### config.mk
export PLATFORM = sky130hd
export DESIGN_NAME = lz4_buf_sched
export DESIGN_NICKNAME = d
export VERILOG_FILES = /design/src/rtl/lz4_buf_sched.sv
export SDC_FILE = /design/constraint.sdc
export NUM_CORES = 1
export LEC_CHECK = 0
export CORE_MARGIN = 2
export CORE_UTILIZATION = 37
export DETAILED_ROUTE_END_ITERATION = 7
export PLACE_DENSITY = 0.93
export SYNTH_ARGS = -nofsm -noshare
export SYNTH_HDL_FRONTEND = slang
export SYNTH_SLANG_ARGS = --single-unit
### constraint.sdc
create_clock -name clk -period 3.4 [get_ports clk]
set_input_delay 0.68 -clock clk [delete_from_list [all_inputs] [get_ports clk]]
set_output_delay 0.68 -clock clk [all_outputs]
set_load 0.01 [all_outputs]
### src/rtl/lz4_buf_sched.sv
// Source-word scheduler for an LZ4 compression buffer: loads a word stream into the
// buffer with one registered write stage and arbitrates match/literal reads of the buffer RAM.
module lz4_buf_sched #(
  parameter int DICT_WORDS = 65535
) (
  input  logic        clk,
  input  logic        rstN,
  input  logic        start,
  input  logic        src_valid,
  input  logic [31:0] src_data,
  input  logic        src_last,
  output logic        src_ready,
  output logic        compress_start,
  output logic        wr_req,
  output logic [31:0] idata,
  output logic        seg_done,
  output logic        compress_done,
  input  logic        buf_full,
  input  logic        fifo_empty,
  input  logic        m_req,
  input  logic [31:0] m_addr,
  output logic        m_gnt,
  input  logic        l_req,
  input  logic [31:0] l_addr,
  output logic        l_gnt,
  output logic        ram_rd,
  output logic [31:0] ram_abs_addr,
  input  logic        ram_ovalid,
  output logic        busy,
  output logic        done,
  output logic [15:0] word_cnt
);

  typedef enum logic [2:0] {IDLE, START, LOAD, DRAIN, FIN} state_t;

  localparam logic [15:0] CNT_TOP = 16'(DICT_WORDS - 1);

  state_t      state_q, state_d;
  logic        wr_vld_q, wr_vld_d;
  logic [31:0] idata_q, idata_d;
  logic        last_pend_q, last_pend_d;
  logic [15:0] cnt_q, cnt_d;
  logic        outst_q, outst_d;
  logic        prio_l_q, prio_l_d;
  logic        arb_en;
  logic        rd_free;
  logic        xfer;

  always_ff @(posedge clk or negedge rstN) begin
    if (!rstN) begin
      state_q     <= IDLE;
      wr_vld_q    <= 1'b0;
      idata_q     <= '0;
      last_pend_q <= 1'b0;
      cnt_q       <= '0;
      outst_q     <= 1'b0;
      prio_l_q    <= 1'b0;
    end else begin
      state_q     <= state_d;
      wr_vld_q    <= wr_vld_d;
      idata_q     <= idata_d;
      last_pend_q <= last_pend_d;
      cnt_q       <= cnt_d;
      outst_q     <= outst_d;
      prio_l_q    <= prio_l_d;
    end
  end

  always_comb begin
    state_d      = state_q;
    wr_vld_d     = 1'b0;
    idata_d      = '0;
    last_pend_d  = 1'b0;
    cnt_d        = cnt_q;
    outst_d      = outst_q;
    prio_l_d     = prio_l_q;
    src_ready    = 1'b0;
    xfer         = 1'b0;
    m_gnt        = 1'b0;
    l_gnt        = 1'b0;
    ram_rd       = 1'b0;
    ram_abs_addr = '0;
    seg_done     = 1'b0;

    // A new grant may ride on the same cycle that retires the previous read.
    arb_en  = (state_q == LOAD) || (state_q == DRAIN);
    rd_free = !outst_q || ram_ovalid;
    if (arb_en && rd_free) begin
      if (m_req && (!l_req || !prio_l_q)) begin
        m_gnt = 1'b1;
      end else if (l_req) begin
        l_gnt = 1'b1;
      end
    end
    ram_rd = m_gnt || l_gnt;
    if (m_gnt) begin
      ram_abs_addr = m_addr;
      prio_l_d     = 1'b1;
    end else if (l_gnt) begin
      ram_abs_addr = l_addr;
      prio_l_d     = 1'b0;
    end
    if (ram_rd) begin
      outst_d = 1'b1;
    end else if (ram_ovalid) begin
      outst_d = 1'b0;
    end

    if (wr_vld_q) begin
      seg_done = (cnt_q == CNT_TOP);
      cnt_d    = seg_done ? 16'd0 : cnt_q + 16'd1;
    end

    case (state_q)
      IDLE: begin
        if (start) state_d = START;
      end
      START: begin
        cnt_d   = '0;
        state_d = LOAD;
      end
      LOAD: begin
        // Once the last word is captured, stop accepting until its write has gone out.
        src_ready   = !buf_full && !last_pend_q;
        xfer        = src_valid && src_ready;
        wr_vld_d    = xfer;
        idata_d     = xfer ? src_data : 32'd0;
        last_pend_d = xfer && src_last;
        if (last_pend_q) state_d = DRAIN;
      end
      DRAIN: begin
        if (fifo_empty && !outst_d) state_d = FIN;
      end
      FIN: begin
        state_d = IDLE;
      end
      default: state_d = IDLE;
    endcase
  end

  assign compress_start = (state_q == START);
  assign compress_done  = (state_q == FIN);
  assign done           = (state_q == FIN);
  assign busy           = (state_q != IDLE);
  assign wr_req         = wr_vld_q;
  assign idata          = idata_q;
  assign word_cnt       = cnt_q;

endmodule

# Yosys cells after proc, flatten, opt, wreduce, memory -nomap -nowiden
# Cells that the tools add are included.
dict set report word_totals {
  input_bits 106
  wordCells 61
  register_bits 55
  output_inout_bits 90
}
dict set report op_classes {
  eq_ne 8
  reduce_logical 21
  add_sub_neg 1
  muxes 24
}
# op n
set op_table {}
lappend op_table {{$mux 32} 4}
lappend op_table {{$mux 16} 3}
lappend op_table {{$add 16x1->16 const B} 1}
lappend op_table {{$eq 16x16->1 const B} 1}
lappend op_table {{$mux 1} 13}
lappend op_table {{$pmux 3 s4} 1}
lappend op_table {{$mux 3} 3}
lappend op_table {{$eq 3x2->1 const B} 2}
lappend op_table {{$logic_and 1x1->1} 6}
lappend op_table {{$logic_not 1->1} 6}
lappend op_table {{$logic_or 1x1->1} 4}
lappend op_table {{$ne 2x2->1 const B} 2}
lappend op_table {{$reduce_bool 2->1} 2}
lappend op_table {{$eq 3x1->1 const B} 1}
lappend op_table {{$eq 3x3->1 const B} 1}
lappend op_table {{$logic_not 3->1} 1}
lappend op_table {{$reduce_and 3->1} 1}
lappend op_table {{$reduce_bool 3->1} 1}
lappend op_table {{$ne 2x1->1 const B} 1}

# Logic depth before layout (Yosys ltp)
# Gate-level depths: netlist of run 1.
dict set report depth {
  word_depth 11
  depth_mapped 7
  depth_no_buf 6
}

# Least setup slack after synthesis of run 1
# Ideal clock, no wire load.
dict set report synth_timing {
  path_type {input-to-output}
  start {input port ram_ovalid}
  end {output port ram_abs_addr[22]}
  path_stages 6
  required_time_ns 2.720
  setup_slack_ns 1.031
  n_path_buf 2
  arrival_time_ns 1.689
  path_cell_list {nand2b_1 > and2_1 > and3_1 > buf_2 > buf_2 > a22o_1}
}
dict set report synth_via {
  elab_chain_len 5
  elab_cells_between_ends 6
  classes_between {mux (4); reduce/logical (2)}
}
# item line_no
set synth_lines {}
lappend synth_lines {{from (decl)} 28} ;# input logic ram_ovalid,
lappend synth_lines {{$logic_or 1x1->1} 87} ;# rd_free = !outst_q || ram_ovalid;
lappend synth_lines {{$logic_and 1x1->1} 88} ;# if (arb_en && rd_free) begin
lappend synth_lines {{$mux 1} 88}
lappend synth_lines {{via l_gnt} 25} ;# output logic l_gnt,
lappend synth_lines {{$mux 32} 99} ;# end else if (l_gnt) begin
lappend synth_lines {{$mux 32} 96} ;# if (m_gnt) begin
lappend synth_lines {{to (decl)} 27} ;# output logic [31:0] ram_abs_addr,
# The timed path passes the listed nets, and every way through them passes these cells.

# Final worst setup path of run 1
dict set report layout_timing {
  start {input port ram_ovalid}
  end {output port ram_abs_addr[31]}
}
dict set report layout_via {
  elab_chain_len 5
  elab_cells_between_ends 6
  classes_between {mux (4); reduce/logical (2)}
}
# item line_no
set layout_lines {}
lappend layout_lines {{$logic_or 1x1->1 *} 87}
lappend layout_lines {{$logic_and 1x1->1 *} 88}
lappend layout_lines {{$mux 1} 88}
lappend layout_lines {{$mux 32} 99}
lappend layout_lines {{$mux 32 *} 96}
# Every way passes the cells marked *; elsewhere a longest branch is shown, timed or not.

==> summary.txt, run 1 <==
Cells and area
  • Antenna cells: 0
  • Layout area overhead: 81.3%
  • Nets@finish: approximately 540
  • Area occupied by multi-input gates: around 1200 µm²
  • Share of cells above drive strength 1: 0.0595
  • Filler cells: roughly 500
  • Total area of sequential cells: 1380 µm²

Setup path
  • Endpoint class of the critical path: primary output
  • Critical Path Start Type: input port
  • Worst reg2reg endpoint: word_cnt[7]$_DFFE_PN0P_
  • Data arrival time of the worst path: about 2.6 ns
  • Req. time, crit path: 2.72 ns
  • WS Path Type: input port to primary output
  • RR Startpoint: word_cnt[3]$_DFFE_PN0P_
  • R2R depth: 5
  • Largest fanout on the critical path: 17
  • R2R setup slack: 1.55 ns

Global route
  • Gr usage total: 0.228
  • First-pass GRT wire length: 13700 µm
  • Largest net degree at the start of global routing: 49
  • Vias in the first global route: 2668
  • Initial antenna violation count: 0
  • GRT overflow: 0

Logic synthesis
  • Area contributors post-synth: dfrtp_1, a22o_1, and3_1, nand2_1, nand3_1
  • Post-synth top area share: 0.516
  • Ys Warns: 0
  • FF+latch count, synth: between 50 and 60
  • Netlist cell types: 47
  • Post-synthesis sequential area ratio: 0.516
  • Synthesized Nets: 354
  • Post-synth top cells: dfrtp_1, and3_1, a22o_1, nand2_1
  • Main synth FF type: dfrtp_1
  • Most frequent cell after synthesis: dfrtp_1
  • Post-synth top area cell: dfrtp_1
  • Post-synth EDFFs: 0
  • Synthesized instance count: between 200 and 250
  • Syn avg cell area: between 10 and 15 µm²
  • Synth async-reset ratio: 1.00
  • Post-Syn Area: ~2700 µm²

STA
  • Endpoints failing setup: 0
  • Final period util: 0.957
  • Unrepaired setup endpoints after global routing: no
  • Hold WS: between 0.5 and 0.6 ns
  • Min cycle time layout: ~3.3 ns
  • Total negative slack: 0 ns
  • Fin. Hold Viols: 0
  • Worst slew pin tran: between 1 and 1.5 ns
  • Final Skew: 0.00725 ns
  • Fmax: approximately 310 MHz
  • Final Max Tran Viols: 0
  • Final worst slack: 0.145 ns
  • Worst slew margin: 0.291

Detailed routing
  • Final ANT Viol Nets: 0
  • Via density: between 5 and 6
  • Drt drc: 0
  • Initial drt markers: between 100 and 150
  • First drt pass iteration count: 4
  • Routed via count: 2776
  • Wire per inst: between 15 and 20 µm
  • Total wire length: 9360 µm

Hold path
  • Hold-critical path depth: 1
  • Hold Crit Start: state_q[2]$_DFFE_PN0P_
  • HP Class: flip-flop to flip-flop
  • Hold EP: state_q[0]$_DFFE_PN0P_

Floorplan
  • Die H: ~89 µm
  • Starting Density: 0.389
  • Num ports: approximately 200
  • Cell Rows: 30
  • Core Box Area: roughly 6900 µm²
  • Die area: between 7000 and 8000 µm²
  • Die Wd: between 80 and 90 µm

Clock tree
  • H-tree depth: 2
  • CTS clk-pin slew, worst paths: 0.09 ns
  • CTS tree: built
  • Clock buffer depth: 2
  • CTS root buffer: clkbuf_8
  • CTS Hold Buffers Added: 0
  • TritonCTS Sinks: between 50 and 60
  • Post-CTS Setup Bufs: 0
  • Cts bufs inserted: 5
  • Worst-Skew Late Latency: just over 0.3 ns
  • Post-CTS sizing: 0

Placed design
  • Dpl hpwl: approximately 7300 µm
  • PortBufs: a little under 200
  • Placer Congestion: between 0.7 and 0.8
  • Worst slack, placed: between 0.07 and 0.08 ns

Run
  • Total of max-cap violations: 0

Power and ir drop
  • Static leakage: around 2.2 nW
  • Worst vdd ir: about 0.29 mV
  • Tot Pwr: roughly 2.3 mW
  • PwrDens: 484 nW/µm²

Status
  • Outcome: finished clean
[layout make-up]
class / count / area share
tap: 96 / 0.0248
multi-input combinational: 172 / 0.251
sequential: 55 / 0.284
clock buffer: 6 / 0.0150
inverter: 2 / 0.00155
timing repair buffer: 200 / 0.419
clock inverter: 2 / 0.00362
[sequential cells by signal, summed over array words and instances, names as in the netlist]
signal       flops
word_cnt        16
state_q          3
wr_req           1
outst_q          1
idata           32
last_pend_q      1
prio_l_q         1
[cells in the final DEF (no fill, tap or decap), drive strengths merged, types with 4 or more instances in the layout]
cell type / Yosys / final
clkbuf: 9 / 7
buf: 8 / 5
nand3: 10 / 10
a21oi: 9 / 9
dfrtp: 55 / 55
clkdlybuf4s50: 0 / 193
nor2: 9 / 9
xor2: 4 / 4
a22o: 32 / 32
o21ai: 5 / 5
and3: 40 / 40
nand2: 18 / 18
nand2b: 4 / 4
[worst max-delay path: stages]
cell             delay [ns]
clkdlybuf4s50_1        0.45
nand2b_4               0.13
and2_1                 0.17
and3_2                 0.25
buf_12                 0.16
a22o_1                 0.18
clkdlybuf4s50_1        0.55
[routing by layer]
layer,part of all wire,track usage
met1,0.41,0.308
met2,0.51,0.362
met3,0.070,0.0683
met4,0.017,0.0570
met5,0,0
[through the flow]
step,utilization,cells,instance area [µm²]
floorplan,-,246,2670
global placement,0.686,524,4710
detailed placement,0.686,524,4710
CTS,0.699,532,4800
global route,0.704,533,4840
finish,0.704,533,4840
[worst max path at each step]
stage,from,endpoint,slack [ns],cells after the start
after floorplan,ram_ovalid,ram_abs_addr[22],1.03,6
after global placement,ram_ovalid,ram_abs_addr[31],0.1,7
after detailed placement,ram_ovalid,ram_abs_addr[31],0.08,7
after CTS,ram_ovalid,ram_abs_addr[31],0.08,7
after global routing,ram_ovalid,ram_abs_addr[31],0.05,7
final,ram_ovalid,ram_abs_addr[31],0.15,7
[logic make-up after synthesis]
logic type | share of synthesized area
flip-flops | 0.516
adder cells (fa/ha/maj) | 0.00937
AND/OR/NAND/NOR | 0.249
multiplexers | 0.00375
AO/OA/AOI/OAI | 0.173
XOR/XNOR | 0.0164
buffers and inverters | 0.0323
[where the power goes]
part | internal (mW) | switching, mW
sequential | 0.740 | 0.0855
combinational | 0.661 | 0.492
clock | 0.149 | 0.216
total | 1.55 | 0.793
Note: power is estimated with default switching activity, not from simulation.
==> inputs of run 2 (changes only) <==
--- a/config.mk
+++ b/config.mk
@@ -6,9 +6,9 @@
 export NUM_CORES = 1
 export LEC_CHECK = 0
 export CORE_MARGIN = 2
-export CORE_UTILIZATION = 37
+export CORE_UTILIZATION = 31
 export DETAILED_ROUTE_END_ITERATION = 7
-export PLACE_DENSITY = 0.93
+export PLACE_DENSITY = 0.84
 export SYNTH_ARGS = -nofsm -noshare
 export SYNTH_HDL_FRONTEND = slang
 export SYNTH_SLANG_ARGS = --single-unit
==> constraint.sdc (replaced) <==
create_clock -name clk -period 2.81 [get_ports clk]
set_input_delay 0.562 -clock clk [delete_from_list [all_inputs] [get_ports clk]]
set_output_delay 0.562 -clock clk [all_outputs]
set_load 0.01 [all_outputs]
==> summary.txt, run 2 (same netlist as run 1, synthesis figures left out) <==
Power and ir drop
  • Static leakage: 2.33 nW (+6.8%)
  • Tot Pwr: 2.78 mW (+19%)
  • Worst vdd ir: 0.281 mV (-1.6%)
  • PwrDens: 574 nW/µm² (+19%)

Floorplan
  • Cell Rows: 33 (+10%)
  • Die Wd: 96.8 µm (+8.8%)
  • Starting Density: 0.322 (-0.0670)
  • Die area: 9370 µm² (+18%)
  • Core Box Area: 8300 µm² (+21%)
  • Num ports: 196 (unchanged)
  • Die H: 96.8 µm (+8.8%)

Clock tree
  • Worst-Skew Late Latency: 0.31 ns (about the same)
  • CTS Hold Buffers Added: 0 (unchanged)
  • CTS root buffer: clkbuf_8
  • Cts bufs inserted: 5 (unchanged)
  • CTS clk-pin slew, worst paths: 0.11 ns (+0.02 ns)
  • TritonCTS Sinks: 55 (unchanged)
  • Clock buffer depth: 2 (unchanged)
  • CTS tree: built
  • H-tree depth: 2 (unchanged)

Detailed routing
  • Length of routed met2 wiring: 4470 µm (-5.7%)
  • First drt pass iteration count: 4 (unchanged)
  • Final ANT Viol Nets: 0 (unchanged)
  • Uppermost layer routed: met4
  • Wire per inst: 16.1 µm (-8.5%)
  • Total wire length: 8830 µm (-5.7%)
  • Routed via count: 2778 (+0.072%)
  • Initial drt markers: 68 (-50%)
  • Met1 wire length: 3490 µm (-8.6%)
  • Via density: 5.06 (-2.8%)
  • WL met3: 707 µm (+8.4%)
  • Drt drc: 0 (unchanged)

STA
  • Fin. Hold Viols: 0 (unchanged)
  • Worst slew pin tran: 0.847 ns (-0.216 ns)
  • Min cycle time layout: between 2 and 3 ns
  • Worst slew margin: 0.433 (+0.142)
  • Final period util: 0.965
  • Fmax: about 370 MHz
  • Hold WS: 0.162 ns (-0.366 ns)
  • Endpoints failing setup: 0 (unchanged)
  • Final worst slack: 0.0979 ns (-0.0475 ns)
  • Final Max Tran Viols: 0 (unchanged)
  • Final Skew: 0.0129 ns (+0.00564 ns)

Cells and area
  • Nets@finish: 551 (+1.3%)
  • Fin util: 0.583 (-0.121)
  • Layout area overhead: 81.4% (about the same)
  • Max reg flops: 32 (unchanged)
  • Most frequent cells in the layout: clkdlybuf4s50_1, dfrtp_1, and3_1, a22o_1, nand2_1
  • Commonest non-fill, non-tap cell in the layout: clkdlybuf4s50_1
  • Share of cells above drive strength 1: 0.110 (+0.0509)
  • Final Cell Area: 4840 µm² (about the same)
  • Antenna cells: 0 (unchanged)

Placed design
  • Worst slack, placed: -0.277 ns (-0.354 ns)
  • Placer Congestion: 0.990 (+24%)
  • PortBufs: 195 (unchanged)
  • Dpl hpwl: 6910 µm (-4.8%)
  • DP Area: 4750 µm² (+0.77%)

Setup path
  • Data arrival time of the worst path: 2.15 ns (-0.42 ns)
  • Req. time, crit path: 2.25 ns (-0.47 ns)
  • CP Cell Sequence: clkdlybuf4s50_1, nand2b_4, nand3_1, a21oi_2, buf_4, bufbuf_16, a22o_1, clkdlybuf4s15_1
  • WS Path Type: input port to primary output
  • Critical Path Start Type: input port
  • Slowest CP cell: clkdlybuf4s50_1
  • Endpoint class of the critical path: primary output
  • Largest fanout on the critical path: 17 (unchanged)
  • CP peak stage delay: 0.45 ns (-0.10 ns)

Global route
  • Initial antenna violation count: 0 (unchanged)
  • Vias in the first global route: 2806 (+5.2%)
  • First-pass GRT wire length: 14200 µm (+3.2%)
  • Largest net degree at the start of global routing: 38 (-22%)
  • Gr usage total: 0.183 (-0.0448)
  • GRT overflow: 0 (unchanged)

Hold path
  • HP Class: input port to asynchronous set/reset pin

Run
  • Total of max-cap violations: 0 (unchanged)

Status
  • Outcome: finished clean
-- run 2: cell count changes in the layout (fill, tap and decap cells not counted), sizes merged, moves of 3 or more --
cell,before,now
clkdlybuf4s50,193,159
dlygate4sd2,0,14
clkbuf,7,19
buf,5,12
clkdlybuf4s15,0,3
dlymetal6s2s,1,4
-- run 2: layout make-up --
type                    count  area (µm²)
multi-input cells         172        1220
inverters                   2        7.51
clock buffers               5        68.8
repair buffers            207        2010
well taps                 105         131
flip-flops and latches     55        1380
clock inverters             3        27.5
fillers                   703        3460
-- run 2: through the flow --
stage,std cells,setup TNS (ns)
final,549,0
after global routing,549,-0.00495
after CTS,548,-0.195
after detailed placement,538,-8.01
after global placement,538,-3.66
after floorplan,246,0
-- run 2: final timing paths --
| kind | startpoint | to | depth (start not counted) | slack (ns) |
|---|---|---|---|---|
| hold / removal | rstN | idata[25]$_DFF_PN0_ | 1 | 0.16 |
| setup reg to reg | word_cnt[3]$_DFFE_PN0P_ | word_cnt[7]$_DFFE_PN0P_ | 6 | 0.99 |
| max in group asynchronous | rstN | idata[4]$_DFF_PN0_ | 2 | 1.83 |
| hold reg to reg | state_q[2]$_DFFE_PN0P_ | state_q[0]$_DFFE_PN0P_ | 1 | 0.53 |
| min in group clk | state_q[2]$_DFFE_PN0P_ | state_q[0]$_DFFE_PN0P_ | 1 | 0.53 |
| setup / recovery | ram_ovalid | ram_abs_addr[7] | 8 | 0.1 |
-- run 2: power by group --
group          switching, mW  internal [mW]  total, mW
sequential            0.0987          0.895      0.993
combinational          0.587          0.739       1.33
clock                  0.275          0.184      0.459
total                  0.961           1.82       2.78
-- run 2: timing repair --
action                     4_1_cts  5_1_grt
resized for setup               53       20
setup endpoints to repair       34       21
pin swaps                        0        1
setup buffers                    1        1
cloned                           1        0
-- run 2: per-layer routing --
metal  up-vias  global-route usage
met5         -                   0
met2       118               0.313
li1       1311                   -
met1      1336               0.216
met4         0              0.0520
met3        13              0.0672
-- run 2: critical path: cells and delay by family --
kind                   cells  cell delay, ns
AND/OR/NAND/NOR            2            0.22
AO/OA/AOI/OAI              2            0.28
buffers and inverters      4            1.08
==> variant: new RTL, flow settings as in run 2 <==
Compare `cnt_q` against `CNT_TOP` with >= in place of ==.
--- a/src/rtl/lz4_buf_sched.sv
+++ b/src/rtl/lz4_buf_sched.sv
@@ -107,7 +107,7 @@
     end
 
     if (wr_vld_q) begin
-      seg_done = (cnt_q == CNT_TOP);
+      seg_done = (cnt_q >= CNT_TOP);
       cnt_d    = seg_done ? 16'd0 : cnt_q + 16'd1;
     end
 
Formal check against the unedited RTL: same outputs for any inputs over 10 cycles, from zero or initial values and one cycle with rstN low; that may be too few to reach the edited logic, so the function may still have changed.
==> variant against run 2 <==
Maximum frequency is 0.32% higher; synthesized area is 2.5% lower; setup slack better by 8.7 ps; design area is 1.5% lower; largest cell class unchanged; power is 3.2% lower; critical path depth is 1 lower; wire length is 2.6% lower; sequential cell count stayed put; critical endpoint is now ram_abs_addr[25].
==> variant: results (changes against run 2) <==
- Starting DRT DRC Count: 106 (was 68)
- Synth Area in XOR/XNOR: 2.69% (was 1.64%)
- FF-to-FF Start: word_cnt[0] (was word_cnt[3])
- Status: completed (unchanged)
- Post-route clock skew: 14.5 ps (was 12.9 ps)
- Seq/Total Area, Yosys: 52.9% (was 51.6%)
- Clock share of power: 15.4% (was 16.5%)
- Worst VDD drop: 0.309 mV (was 0.281 mV)
- Routed WL per cell: 15.9 um (was 16.1 um)
- R2R cell count: 6 (unchanged)
- Slowest cell on crit path: clkdlybuf4s50_1 (unchanged)
- Final GP Congestion: 0.864 (was 0.990)
- Worst path top cell family by delay: buffers and inverters (unchanged)
- Setup slack, reg-to-reg: 930 ps (was 990 ps)
- First-pass GRT wire length: 12.6 mm (was 14.2 mm)
- Synth Area in Compound Gates: 17.4% (was 17.3%)
- Synth warnings: 0 (unchanged)
- Fillers: 693 (was 703)
- Max FFs per register: 32 (unchanged)
- Routed Wire Length: 8.60 mm (was 8.83 mm)
- Via density: 4.89 (was 5.06)
- CTS buffer count: 5 (unchanged)
- Mux cell area share after synthesis: 0.385% (was 0.375%)
- Mapped Nets: 349 (was 354)
- Final Net Count: 543 (was 551)
- Sw frac: 33.8% (was 34.6%)
- Post-synth cell types: 44 (was 47)
- Capturing point of the worst reg2reg path: word_cnt[13] (was word_cnt[7])
- Synth top cells by count: 55 x dfrtp_1, 37 x and3_1, 32 x a22o_1, 13 x nor2_1 (was 55 x dfrtp_1, 40 x and3_1, 32 x a22o_1, 18 x nand2_1)
- Synth Instances: 241 (was 246)
- Seq pwr: 0.989 mW (was 0.993 mW)
- Adder-Cell Fraction of Synth Area: 0.962% (was 0.938%)
- Worst-path clk slew: 90 ps (was 110 ps)
- Ys async rst share: 100% (unchanged)
- Largest net degree at the start of global routing: 46 (was 38)
- DP HPWL: 6.66 mm (was 6.91 mm)
- Dominant synthesized flop cell: dfrtp_1 (unchanged)
- Root Driver: clkbuf_8 (unchanged)
- Initial antenna violation count: 0 (unchanged)
- Number of remaining DRC errors: 0 (unchanged)
- F_max: 370 MHz (was 369 MHz)
- Total number of H-tree levels: 2 (unchanged)
- CTS max path bufs: 2 (unchanged)
- Min-Delay Path Class: primary input to async pin (unchanged)
- Crit path arrival time: 2140 ps
- GRT Resource Usage Total: 17.8% (was 18.3%)
- Pre-CTS setup slack: -164 ps (was -277 ps)
- Worst relative slew slack: 35.8% (was 43.3%)
- Lkg Pwr: 2.27 nW (was 2.33 nW)
- Endpoints failing setup: 0 (unchanged)
- Port bufs: 195 (unchanged)
- Clk_lat worst skew: 310 ps (about the same)
- Setup Fix Bufs, Post-CTS: 0 (was 1)
- Layout cells sized above 1: 6.19% (was 11.0%)
- Top cells by area, synth: dfrtp_1 53%, a22o_1 11%, and3_1 8.9% (was dfrtp_1 52%, a22o_1 11%, and3_1 9.4%)
- Antenna cells: 0 (unchanged)
- Vias in the first global route: 2606 (was 2806)
- Dpl cells: 532 (was 538)
==> variant: cell count changes in the layout (fill, tap and decap cells not counted), sizes merged, moves of 3 or more <==
cell / run 2 / this run
dlygate4sd2: 14 / 34
clkbuf: 19 / 8
nand2: 18 / 9
nand3: 10 / 2
nor2: 9 / 14
o21ai: 5 / 9
clkdlybuf4s15: 3 / 0
dlymetal6s2s: 4 / 1
inv: 3 / 6
nand4: 3 / 6
nor4: 3 / 0
==> variant: what timing repair did <==
action	CTS	global route
gates resized for setup	35	2
pin swaps	0	0
cloned	0	1
endpoints found under the setup margin	34	1
==> variant: worst max path at each step <==
stage	from	endpoint	cells after the start
3_3_place_gp	ram_ovalid	ram_abs_addr[24]	7
6_report	ram_ovalid	ram_abs_addr[25]	7
5_1_grt	word_cnt[9]	seg_done	5
3_5_place_dp	ram_ovalid	ram_abs_addr[24]	7
4_1_cts	ram_ovalid	m_gnt	6
2_1_floorplan	ram_ovalid	ram_abs_addr[22]	5
==> variant: layout make-up <==
cell class,instances,area (sq um),share of cell area (%)
clock buffer,7,76.3,1.60
clock inverter,1,5.00,0.105
inverter,6,22.5,0.472
multi-input combinational,162,1130,23.7
sequential,55,1380,28.9
tap,105,131,2.76
timing repair buffer,205,2020,42.5
==> variant: stage by stage <==
stage	hold WS [ps]	power, mW	utilization (%)	cell area, sq um	setup TNS, ps
after global placement	478	2.34	57.4	4690	-3980
after floorplan	266	1.58	-	2600	0
after detailed placement	506	2.37	57.4	4690	-4420
after global routing	480	2.86	58.3	4770	0
final	410	2.69	58.3	4770	0
after CTS	449	2.69	57.9	4730	0
==> variant: routing by layer <==
layer,wire (um),up-vias,global-route usage (%)
met2,4440,111,30.1
met1,3320,1264,21.5
met3,752,7,6.56
li1,-,1264,-
met4,80,0,4.64
met5,0,-,0
